### src/rtl/pair_diff_engine_if.sv
// pair_diff_engine_if
// Bundles the load, control, status and result-read signals of pair_diff_engine.
//   master : drives load_we/load_addr/load_data, start, mode, rd_addr;
//            observes busy, done, neg_count, rd_data
//   slave  : the engine side (mirror of master)
// DW is the data width, DEPTH_A the operand memory depth (power of two, >= 4).
interface pair_diff_engine_if #(
  parameter int DW      = 8,
  parameter int DEPTH_A = 8
) ();
  localparam int AW = $clog2(DEPTH_A);

  logic          load_we;
  logic [AW-1:0] load_addr;
  logic [DW-1:0] load_data;
  logic          start;
  logic          mode;
  logic          busy;
  logic          done;
  logic [AW-1:0] neg_count;
  logic [AW-2:0] rd_addr;
  logic [DW-1:0] rd_data;

  modport master (
    output load_we, load_addr, load_data, start, mode, rd_addr,
    input  busy, done, neg_count, rd_data
  );

  modport slave (
    input  load_we, load_addr, load_data, start, mode, rd_addr,
    output busy, done, neg_count, rd_data
  );
endinterface

### src/rtl/pair_diff_engine.sv
// pair_diff_engine
// Walks operand pairs (A[2i], A[2i+1]) of a loadable operand memory and writes
// one result per pair into a result memory: absolute difference (mode 0) or
// saturating sum (mode 1). Also counts pairs whose first operand is smaller.
// Ports:
//   clk   : rising-edge clock
//   reset : asynchronous, active-low reset
//   bus   : pair_diff_engine_if.slave (load port, start/mode, busy/done,
//           neg_count, registered result read port)
module pair_diff_engine #(
  parameter int DW      = 8,
  parameter int DEPTH_A = 8
) (
  input  logic               clk,
  input  logic               reset,
  pair_diff_engine_if.slave  bus
);
  localparam int AW    = $clog2(DEPTH_A);
  localparam int PAIRS = DEPTH_A / 2;
  localparam int IW    = AW - 1;

  typedef enum logic [2:0] {
    IDLE,
    FETCH_A,
    FETCH_B,
    EXEC,
    DONE
  } state_t;

  state_t        state;
  logic [IW-1:0] pair_idx;
  logic          mode_q;
  logic [DW-1:0] ra;
  logic [DW-1:0] a_q;
  logic          busy_q;
  logic          done_q;
  logic [AW-1:0] neg_q;
  logic [DW-1:0] rd_q;

  logic [DW-1:0] mem_a [DEPTH_A];
  logic [DW-1:0] mem_b [PAIRS];

  logic [AW-1:0] a_addr;
  logic [DW:0]   sum;
  logic [DW-1:0] result;
  logic          first_smaller;
  logic          last_pair;

  assign bus.busy      = busy_q;
  assign bus.done      = done_q;
  assign bus.neg_count = neg_q;
  assign bus.rd_data   = rd_q;

  // Operand address and pair arithmetic. The low address bit selects the
  // second operand only while FETCH_B is presenting it; a_q then holds the
  // second operand throughout EXEC while ra holds the first.
  always_comb begin
    a_addr        = {pair_idx, (state == FETCH_B)};
    sum           = {1'b0, ra} + {1'b0, a_q};
    first_smaller = (ra < a_q);
    last_pair     = (pair_idx == {IW{1'b1}});
    if (mode_q) begin
      result = sum[DW] ? {DW{1'b1}} : sum[DW-1:0];
    end else begin
      result = (ra >= a_q) ? (ra - a_q) : (a_q - ra);
    end
  end

  // Memories are never reset. The operand read is synchronous (one cycle),
  // loads are only accepted while idle, and results land in EXEC.
  always_ff @(posedge clk) begin
    a_q <= mem_a[a_addr];
    if (state == IDLE && bus.load_we) begin
      mem_a[bus.load_addr] <= bus.load_data;
    end
    if (state == EXEC) begin
      mem_b[pair_idx] <= result;
    end
  end

  // Controller with registered busy/done. The result read port is registered
  // here too so that it clears with reset; a read of the word being written
  // in EXEC returns the old contents.
  always_ff @(posedge clk or negedge reset) begin
    if (!reset) begin
      state    <= IDLE;
      busy_q   <= 1'b0;
      done_q   <= 1'b0;
      neg_q    <= '0;
      rd_q     <= '0;
      ra       <= '0;
      pair_idx <= '0;
      mode_q   <= 1'b0;
    end else begin
      rd_q   <= mem_b[bus.rd_addr];
      done_q <= 1'b0;
      case (state)
        IDLE: begin
          if (bus.start) begin
            mode_q   <= bus.mode;
            pair_idx <= '0;
            neg_q    <= '0;
            busy_q   <= 1'b1;
            state    <= FETCH_A;
          end
        end
        FETCH_A: begin
          state <= FETCH_B;
        end
        FETCH_B: begin
          ra    <= a_q;
          state <= EXEC;
        end
        EXEC: begin
          if (first_smaller) begin
            neg_q <= neg_q + 1'b1;
          end
          if (last_pair) begin
            busy_q <= 1'b0;
            done_q <= 1'b1;
            state  <= DONE;
          end else begin
            pair_idx <= pair_idx + 1'b1;
            state    <= FETCH_A;
          end
        end
        DONE: begin
          state <= IDLE;
        end
        default: begin
          state <= IDLE;
        end
      endcase
    end
  end
endmodule
### src/flat_wrapper.sv
// flat-port wrapper written by rule: the top's interface ports become plain ports
module pair_diff_engine_flat 
#(
  parameter int DW      = 8,
  parameter int DEPTH_A = 8
)
  (clk, reset, bus_load_we, bus_load_addr, bus_load_data, bus_start, bus_mode, bus_rd_addr, bus_busy, bus_done, bus_neg_count, bus_rd_data);
  pair_diff_engine_if #(.DW(DW), .DEPTH_A(DEPTH_A)) bus_i ();
  input  logic clk;
  input  logic reset;
  input wire logic [$bits(bus_i.load_we)-1:0] bus_load_we;
  input wire logic [$bits(bus_i.load_addr)-1:0] bus_load_addr;
  input wire logic [$bits(bus_i.load_data)-1:0] bus_load_data;
  input wire logic [$bits(bus_i.start)-1:0] bus_start;
  input wire logic [$bits(bus_i.mode)-1:0] bus_mode;
  input wire logic [$bits(bus_i.rd_addr)-1:0] bus_rd_addr;
  output wire logic [$bits(bus_i.busy)-1:0] bus_busy;
  output wire logic [$bits(bus_i.done)-1:0] bus_done;
  output wire logic [$bits(bus_i.neg_count)-1:0] bus_neg_count;
  output wire logic [$bits(bus_i.rd_data)-1:0] bus_rd_data;
  assign bus_i.load_we = bus_load_we;
  assign bus_i.load_addr = bus_load_addr;
  assign bus_i.load_data = bus_load_data;
  assign bus_i.start = bus_start;
  assign bus_i.mode = bus_mode;
  assign bus_i.rd_addr = bus_rd_addr;
  assign bus_busy = bus_i.busy;
  assign bus_done = bus_i.done;
  assign bus_neg_count = bus_i.neg_count;
  assign bus_rd_data = bus_i.rd_data;
  pair_diff_engine #(.DW(DW), .DEPTH_A(DEPTH_A)) u_core (.clk(clk), .reset(reset), .bus(bus_i));
endmodule
### config.mk
export PLATFORM = sky130hd
export DESIGN_NAME = pair_diff_engine_flat
export DESIGN_NICKNAME = d
export VERILOG_FILES = /design/src/rtl/pair_diff_engine_if.sv /design/src/rtl/pair_diff_engine.sv /design/src/flat_wrapper.sv
export SDC_FILE = /design/constraint.sdc
export NUM_CORES = 1
export LEC_CHECK = 0
export ABC_AREA = 1
export CAP_MARGIN = 15
export CORE_AREA = 5 5 103 105
export CTS_BUF_LIST = sky130_fd_sc_hd__clkbuf_4
export DETAILED_ROUTE_END_ITERATION = 8
export DIE_AREA = 0 0 108 110
export GPL_ROUTABILITY_DRIVEN = 0
export MAX_ROUTING_LAYER = met4
export PLACE_DENSITY = 0.86
export RECOVER_POWER = 50
export SLEW_MARGIN = 20
export SYNTH_ARGS = -nofsm -noshare
export SYNTH_HDL_FRONTEND = slang
export SYNTH_SLANG_ARGS = --single-unit
### constraint.sdc
create_clock -name clk -period 3.9 [get_ports clk]
set_input_delay 0.585 -clock clk [delete_from_list [all_inputs] [get_ports clk]]
set_output_delay 0.585 -clock clk [all_outputs]
set_load 0.1 [all_outputs]
==> qor.csv, run 1 <==
metric,value,unit
die_h,110,um
r2r_slack,1.53,ns
synth.ff_latch_count,131,
crit_chain,clkdlybuf4s50_1,
grt_pass1_wl,21.9,mm
path_class,flop to output port,
drv_slew,28,
cp.arrival,2.11,ns
ctsHoldBuffers,0,
port_buffers,30,
cts_sinks,131,
dp_hpwl,9.02,mm
rsz0062_at_grt,no,
drtPass1Iterations,5,
clk_pin_slew,0.12,ns
cts_root_buf,clkbuf_4,
status,"complete, but fails checks",
grt_max_degree,48,
insertion_delay,0.53,ns
yosys_warnings,0,
yosysUniqueCellTypes,34,
track_usage,25.1,%
fmax,0.372,GHz
worstMarginPinSlew,1.69,ns
timing.final.crit_share,69.0,%
slowest_delay,1.16,ns
drt_iter0_drc,394,
violations,"max-capacitance violations, max-slew violations",
rr_startpoint,u_core.a_q[6]$_DFF_P_,
syn_inst,626,
hold_class,flop to flop,
p_leak,2.88,nW
reg2reg_to,u_core.mem_b[1][7]$_DFFE_PP_,
setup_total_negative_slack,0,ns
htreeDepth,4,
viasPerCell,5.64,
numCtsBuffers,17,
ant_nets,0,
fp.dieArea,11900,um2
initial_core_util,65.4,%
cp_max_fo,3,
post_drt_wl_per_cell,16.3,um
cts_resized,0,
final_hold_viol_count,0,
start_kind,flop,
crit_end,bus_neg_count[0],
nNetsFinal,708,
wirelength,13.1,mm
timing.critical_path.buf_inv,1,
yosysSeqAreaShare,59.6,%
area_growth,11.0,%
antennaDiodeCount,0,
whs,0.516,ns
cts_tree,yes,
die_w,108,um
setup.worst_path.end_class,output port,
netlist_area,6240,um2
skew,0.0255,ns
syn_nets,675,
cp_num_cells,1,
antenna_found_initial,0,
setup_viol,0,
avgSynthCellArea,9.97,um2
maxCapViolCount,1,
vias,4538,
drive_above_1_share,5.36,%
critical_path.startpoint,u_core.bus.neg_count[0]$_DFFE_PN0P_,
cp_slowest_cell,clkdlybuf4s50_1,
core_area,9550,um2
overflow,0,
postCtsSetupBuffers,0,
cts_buffer_depth,2,
rows,36,
irDropWorstVdd,0.000415,V
slew-limit-headroom,-12.7,%
crit_family,buffers and inverters,
num_io_pins,31,
first_global_vias,4585,
p_per_area,887,nW/um2
drc,0,
worstRegToRegCells,10,
cp.required,3.31,ns
fin_crit,2.69,ns
-- placed cells by master (no fill, tap or decap), types with 4 or more instances in the layout --
cell type        count
o22ai_1             24
nand4_1              5
clkbuf_4            18
xor2_1               5
ha_1                28
edfxtp_1            96
dfxtp_1              8
bufinv_16            5
nor3_1               4
dfrtp_1             27
inv_1               71
o21ai_1              6
nor2_1              81
clkinv_1             5
nand3_1             34
o21ai_0             63
clkdlybuf4s50_1     20
dlygate4sd3_1       10
nand2_1            126
a21oi_1             12
-- metrics by stage --
stage	cell area, um2	util [%]	std cells	total power (W)	setup WS, ns
floorplan	6240	-	626	0.00441	2.00
global placement	6620	69.3	773	0.00493	1.42
detailed placement	6620	69.3	773	0.00507	1.33
CTS	6960	72.9	805	0.00615	1.19
global route	6930	72.5	805	0.00661	1.14
finish	6930	72.5	805	0.00615	1.21
-- how the worst min path moves through the flow --
stage	slack, ns	cells past startpoint	start	to
floorplan	0.29	0	reset	u_core.bus.busy$_DFFE_PN0P_
global placement	0.49	2	u_core.bus.busy$_DFFE_PN0P_	u_core.bus.busy$_DFFE_PN0P_
detailed placement	0.49	2	u_core.bus.busy$_DFFE_PN0P_	u_core.bus.busy$_DFFE_PN0P_
CTS	0.44	2	reset	u_core.bus.neg_count[1]$_DFFE_PN0P_
global route	0.55	1	u_core.state[2]$_DFFE_PN0P_	u_core.state[0]$_DFFE_PN0P_
finish	0.52	2	u_core.bus.busy$_DFFE_PN0P_	u_core.bus.busy$_DFFE_PN0P_
-- layer usage --
| layer | vias up | wire (um) | global-route usage [%] |
|---|---|---|---|
| met5 | - | 0 | - |
| met1 | 2162 | 5240 | 28.5 |
| li1 | 2168 | - | - |
| met2 | 174 | 6910 | 43.9 |
| met3 | 34 | 650 | 4.66 |
| met4 | 0 | 332 | 10.6 |
-- area by class of cell --
type,instances,area (um2)
clock buffers,18,135
clock inverters,14,209
fillers,664,2620
inverters,74,278
multi-input cells,403,2110
flip-flops and latches,131,3720
well taps,133,166
repair buffers,32,312
-- registers in the layout, indices dropped and copies added, names as in the netlist --
name and cells:
u_core.mem_b 32, u_core.bus.busy 1, u_core.state 3, u_core.mem_a 64
u_core.a_q 8, u_core.mode_q 1, u_core.pair_idx 2, u_core.bus.rd_data 8
u_core.bus.neg_count 3, u_core.ra 8, u_core.bus.done 1
-- kinds of logic (layout without fill, tap and decap cells) --
logic type | after synthesis | in the layout | share of synthesized area, %
compound gates | 107 | 107 | 9.38
xor+xnor | 8 | 8 | 1.12
fa+ha+maj | 31 | 31 | 6.58
buf+inv | 92 | 138 | 6.28
flops | 131 | 131 | 59.6
simple gates | 257 | 257 | 17.1
-- Yosys cell counts --
cell type	instances	area (um2)
o21bai_1	1	7.51
and2_1	2	12.5
o22ai_1	24	150
nor2_1	81	304
o21ai_0	63	315
inv_1	70	263
clkbuf_1	6	22.5
nand3_1	34	170
buf_6	3	33.8
or2_4	1	8.76
nor3_2	1	10.0
nand4_1	5	31.3
a21oi_4	1	16.3
nor2_4	1	11.3
fa_1	3	60.1
nand3_2	2	20.0
inv_2	2	7.51
dfrtp_1	27	676
nor3_1	3	15.0
a21oi_2	1	8.76
xnor2_1	3	26.3
clkinv_1	2	7.51
buf_2	4	20.0
a21oi_1	10	50.1
ha_1	28	350
or2_2	1	6.26
xor2_1	5	43.8
dfxtp_1	8	160
nand2_1	125	469
o211ai_1	1	7.51
o21ai_1	6	30.0
buf_4	5	37.5
nand2_2	1	6.26
edfxtp_1	96	2880
-- power breakdown --
group          switching, W  total [W]  internal [W]
Combinational       0.00206    0.00294      0.000888
Sequential         0.000201    0.00214       0.00194
Clock              0.000481    0.00106      0.000578
No activity file was read; power rests on OpenSTA's default activity.
==> run 2: changes to the inputs <==
--- a/config.mk
+++ b/config.mk
@@ -7,13 +7,13 @@
 export LEC_CHECK = 0
 export ABC_AREA = 1
 export CAP_MARGIN = 15
-export CORE_AREA = 5 5 103 105
+export CORE_AREA = 5 5 112 114
 export CTS_BUF_LIST = sky130_fd_sc_hd__clkbuf_4
 export DETAILED_ROUTE_END_ITERATION = 8
-export DIE_AREA = 0 0 108 110
+export DIE_AREA = 0 0 117 119
 export GPL_ROUTABILITY_DRIVEN = 0
 export MAX_ROUTING_LAYER = met4
-export PLACE_DENSITY = 0.86
+export PLACE_DENSITY = 0.77
 export RECOVER_POWER = 50
 export SLEW_MARGIN = 20
 export SYNTH_ARGS = -nofsm -noshare
==> constraint.sdc (replaced) <==
create_clock -name clk -period 2.2 [get_ports clk]
set_input_delay 0.33 -clock clk [delete_from_list [all_inputs] [get_ports clk]]
set_output_delay 0.33 -clock clk [all_outputs]
set_load 0.1 [all_outputs]
==> qor.csv, run 2 (synthesis results as in run 1) <==
metric,value,unit,change
postCtsSetupBuffers,0,,unchanged
antenna_found_initial,0,,unchanged
fin_crit,2.09,ns,
clk_pin_slew,0.10,ns,-0.02 ns
whs,0.370,ns,-0.146 ns
worstRegToRegCells,8,,-2
start_kind,flop,,
viasPerCell,5.42,,-3.8%
r2r_slack,0.11,ns,-1.42 ns
initial_core_util,55.1,%,-10 points
min_from,bus_mode,,
num_io_pins,31,,unchanged
skew,0.0186,ns,-0.00699 ns
setup_total_negative_slack,0,ns,unchanged
fin_total_pwr,0.0107,W,+73%
hold_class,input pin to flop,,
setup.worst_path.end_class,flop,,
rr_startpoint,u_core.ra[0]$_DFFE_PN0P_,,
reg2reg_to,u_core.mem_b[0][1]$_DFFE_PP_,,
htreeDepth,4,,unchanged
fp.dieArea,13900,um2,+17%
worstMarginPinSlew,1.58,ns,-0.108 ns
status,"complete, but fails checks",,
grt_pass1_wl,21.4,mm,-2.4%
cp.arrival,2.36,ns,+0.25 ns
irDropWorstVdd,0.000713,V,+72%
drt_iter0_drc,299,,-24%
critical_path.startpoint,u_core.ra[0]$_DFFE_PN0P_,,
post_drt_wl_per_cell,15.6,um,-4.1%
overflow,0,,unchanged
drv_slew,28,,unchanged
reg_top3,"u_core.mem_a: 64 flops, u_core.mem_b: 32 flops",,
path_class,flop to flop,,
die_w,117,um,+8.3%
drive_above_1_share,12.0,%,+6.6 points
rsz0062_at_grt,no,,
place_inst,802,,+3.8%
cts_root_buf,clkbuf_4,,
p_per_area,1520,nW/um2,+72%
port_buffers,30,,unchanged
largest_reg_flops,64,,unchanged
track_usage,20.5,%,-4.5 points
maxCapViolCount,1,,unchanged
p_leak,2.94,nW,+1.9%
ant_nets,0,,unchanged
setup_viol,0,,unchanged
cts_buffer_depth,2,,unchanged
regMostFlops,u_core.mem_a,,
area_growth,12.1,%,
core_area,11300,um2,+19%
cts_tree,yes,,
cp.required,2.47,ns,-0.84 ns
first_global_vias,4646,,+1.3%
grt_max_degree,47,,-2.1%
drtPass1Iterations,7,,+2
numCtsBuffers,17,,unchanged
antennaDiodeCount,0,,unchanged
insertion_delay,0.54,ns,about the same
nNetsFinal,728,,+2.8%
vias,4529,,-0.20%
cts_resized,0,,unchanged
fmax,0.478,GHz,
final_common_cell,nand2_1,,
die_h,119,um,+8.2%
rows,39,,+8.3%
fin_cells,835,,+3.7%
crit_end,u_core.mem_b[0][1]$_DFFE_PP_,,
ctsHoldBuffers,0,,unchanged
violations,"max-capacitance violations, max-slew violations",,
wirelength,13.1,mm,-0.57%
slew-limit-headroom,-5.49,%,+7.2 points
drc,0,,unchanged
dp_hpwl,9.26,mm,+2.6%
timing.final.crit_share,95.0,%,
cp_max_fo,4,,+1
final_hold_viol_count,0,,unchanged
final_cell_mix,"123 x nand2_1, 96 x edfxtp_1, 80 x nor2_1, 72 x inv_1, 61 x o21ai_0",,
cts_sinks,131,,unchanged
run 2: area by class of cell:
class / instances / area (um2)
Timing Repair Buffer: 51 / 385
Multi-Input combinational cell: 404 / 2210
Inverter: 74 / 278
Fill cell: 904 / 4330
Tap cell: 143 / 179
Sequential cell: 131 / 3720
Clock inverter: 9 / 47.5
Clock buffer: 23 / 173
run 2: how the worst min path moves through the flow:
stage                                             end  slack [ns]  depth (start not counted)
after floorplan           u_core.bus.busy$_DFFE_PN0P_        0.03                          0
after global placement    u_core.bus.busy$_DFFE_PN0P_        0.49                          2
after detailed placement     u_core.ra[7]$_DFFE_PN0P_        0.51                          2
after CTS                    u_core.ra[4]$_DFFE_PN0P_        0.16                          2
after global routing        u_core.mode_q$_DFFE_PN0P_        0.33                          3
final                       u_core.mode_q$_DFFE_PN0P_        0.37                          3
run 2: through the flow:
stage | setup slack [ns] | util (%) | area, um2
2_1_floorplan | 0.304 | - | 6240
3_3_place_gp | 0.160 | 59.5 | 6740
3_5_place_dp | 0.0583 | 59.5 | 6740
4_1_cts | 0.0372 | 61.5 | 6960
5_1_grt | 0.0119 | 61.8 | 7000
6_report | 0.109 | 61.8 | 7000
run 2: layer usage:
| metal | track usage (%) | wire, um | part of all wire [%] | vias to the layer above |
|---|---|---|---|---|
| li1 | - | - | - | 2214 |
| met1 | 23.3 | 5130 | 39 | 2131 |
| met2 | 34.0 | 6850 | 52 | 143 |
| met3 | 5.38 | 692 | 5.3 | 41 |
| met4 | 8.96 | 382 | 2.9 | 0 |
| met5 | - | 0 | 0 | - |
run 2: power by group:
group / switching, W / internal [W] / leakage [nW]
clock: 0.000789 / 0.000502 / 0.122
sequential: 0.000281 / 0.00345 / 1.27
combinational: 0.00385 / 0.00178 / 1.55
run 2: critical path, stage by stage (launching register included):
cell     delay, ns
dfrtp_1       0.41
ha_1          0.22
fa_1          0.43
nand3_1       0.11
nand2_1       0.11
nand2_1       0.08
nand3_1       0.14
o21ai_0       0.20
nand2_1       0.12
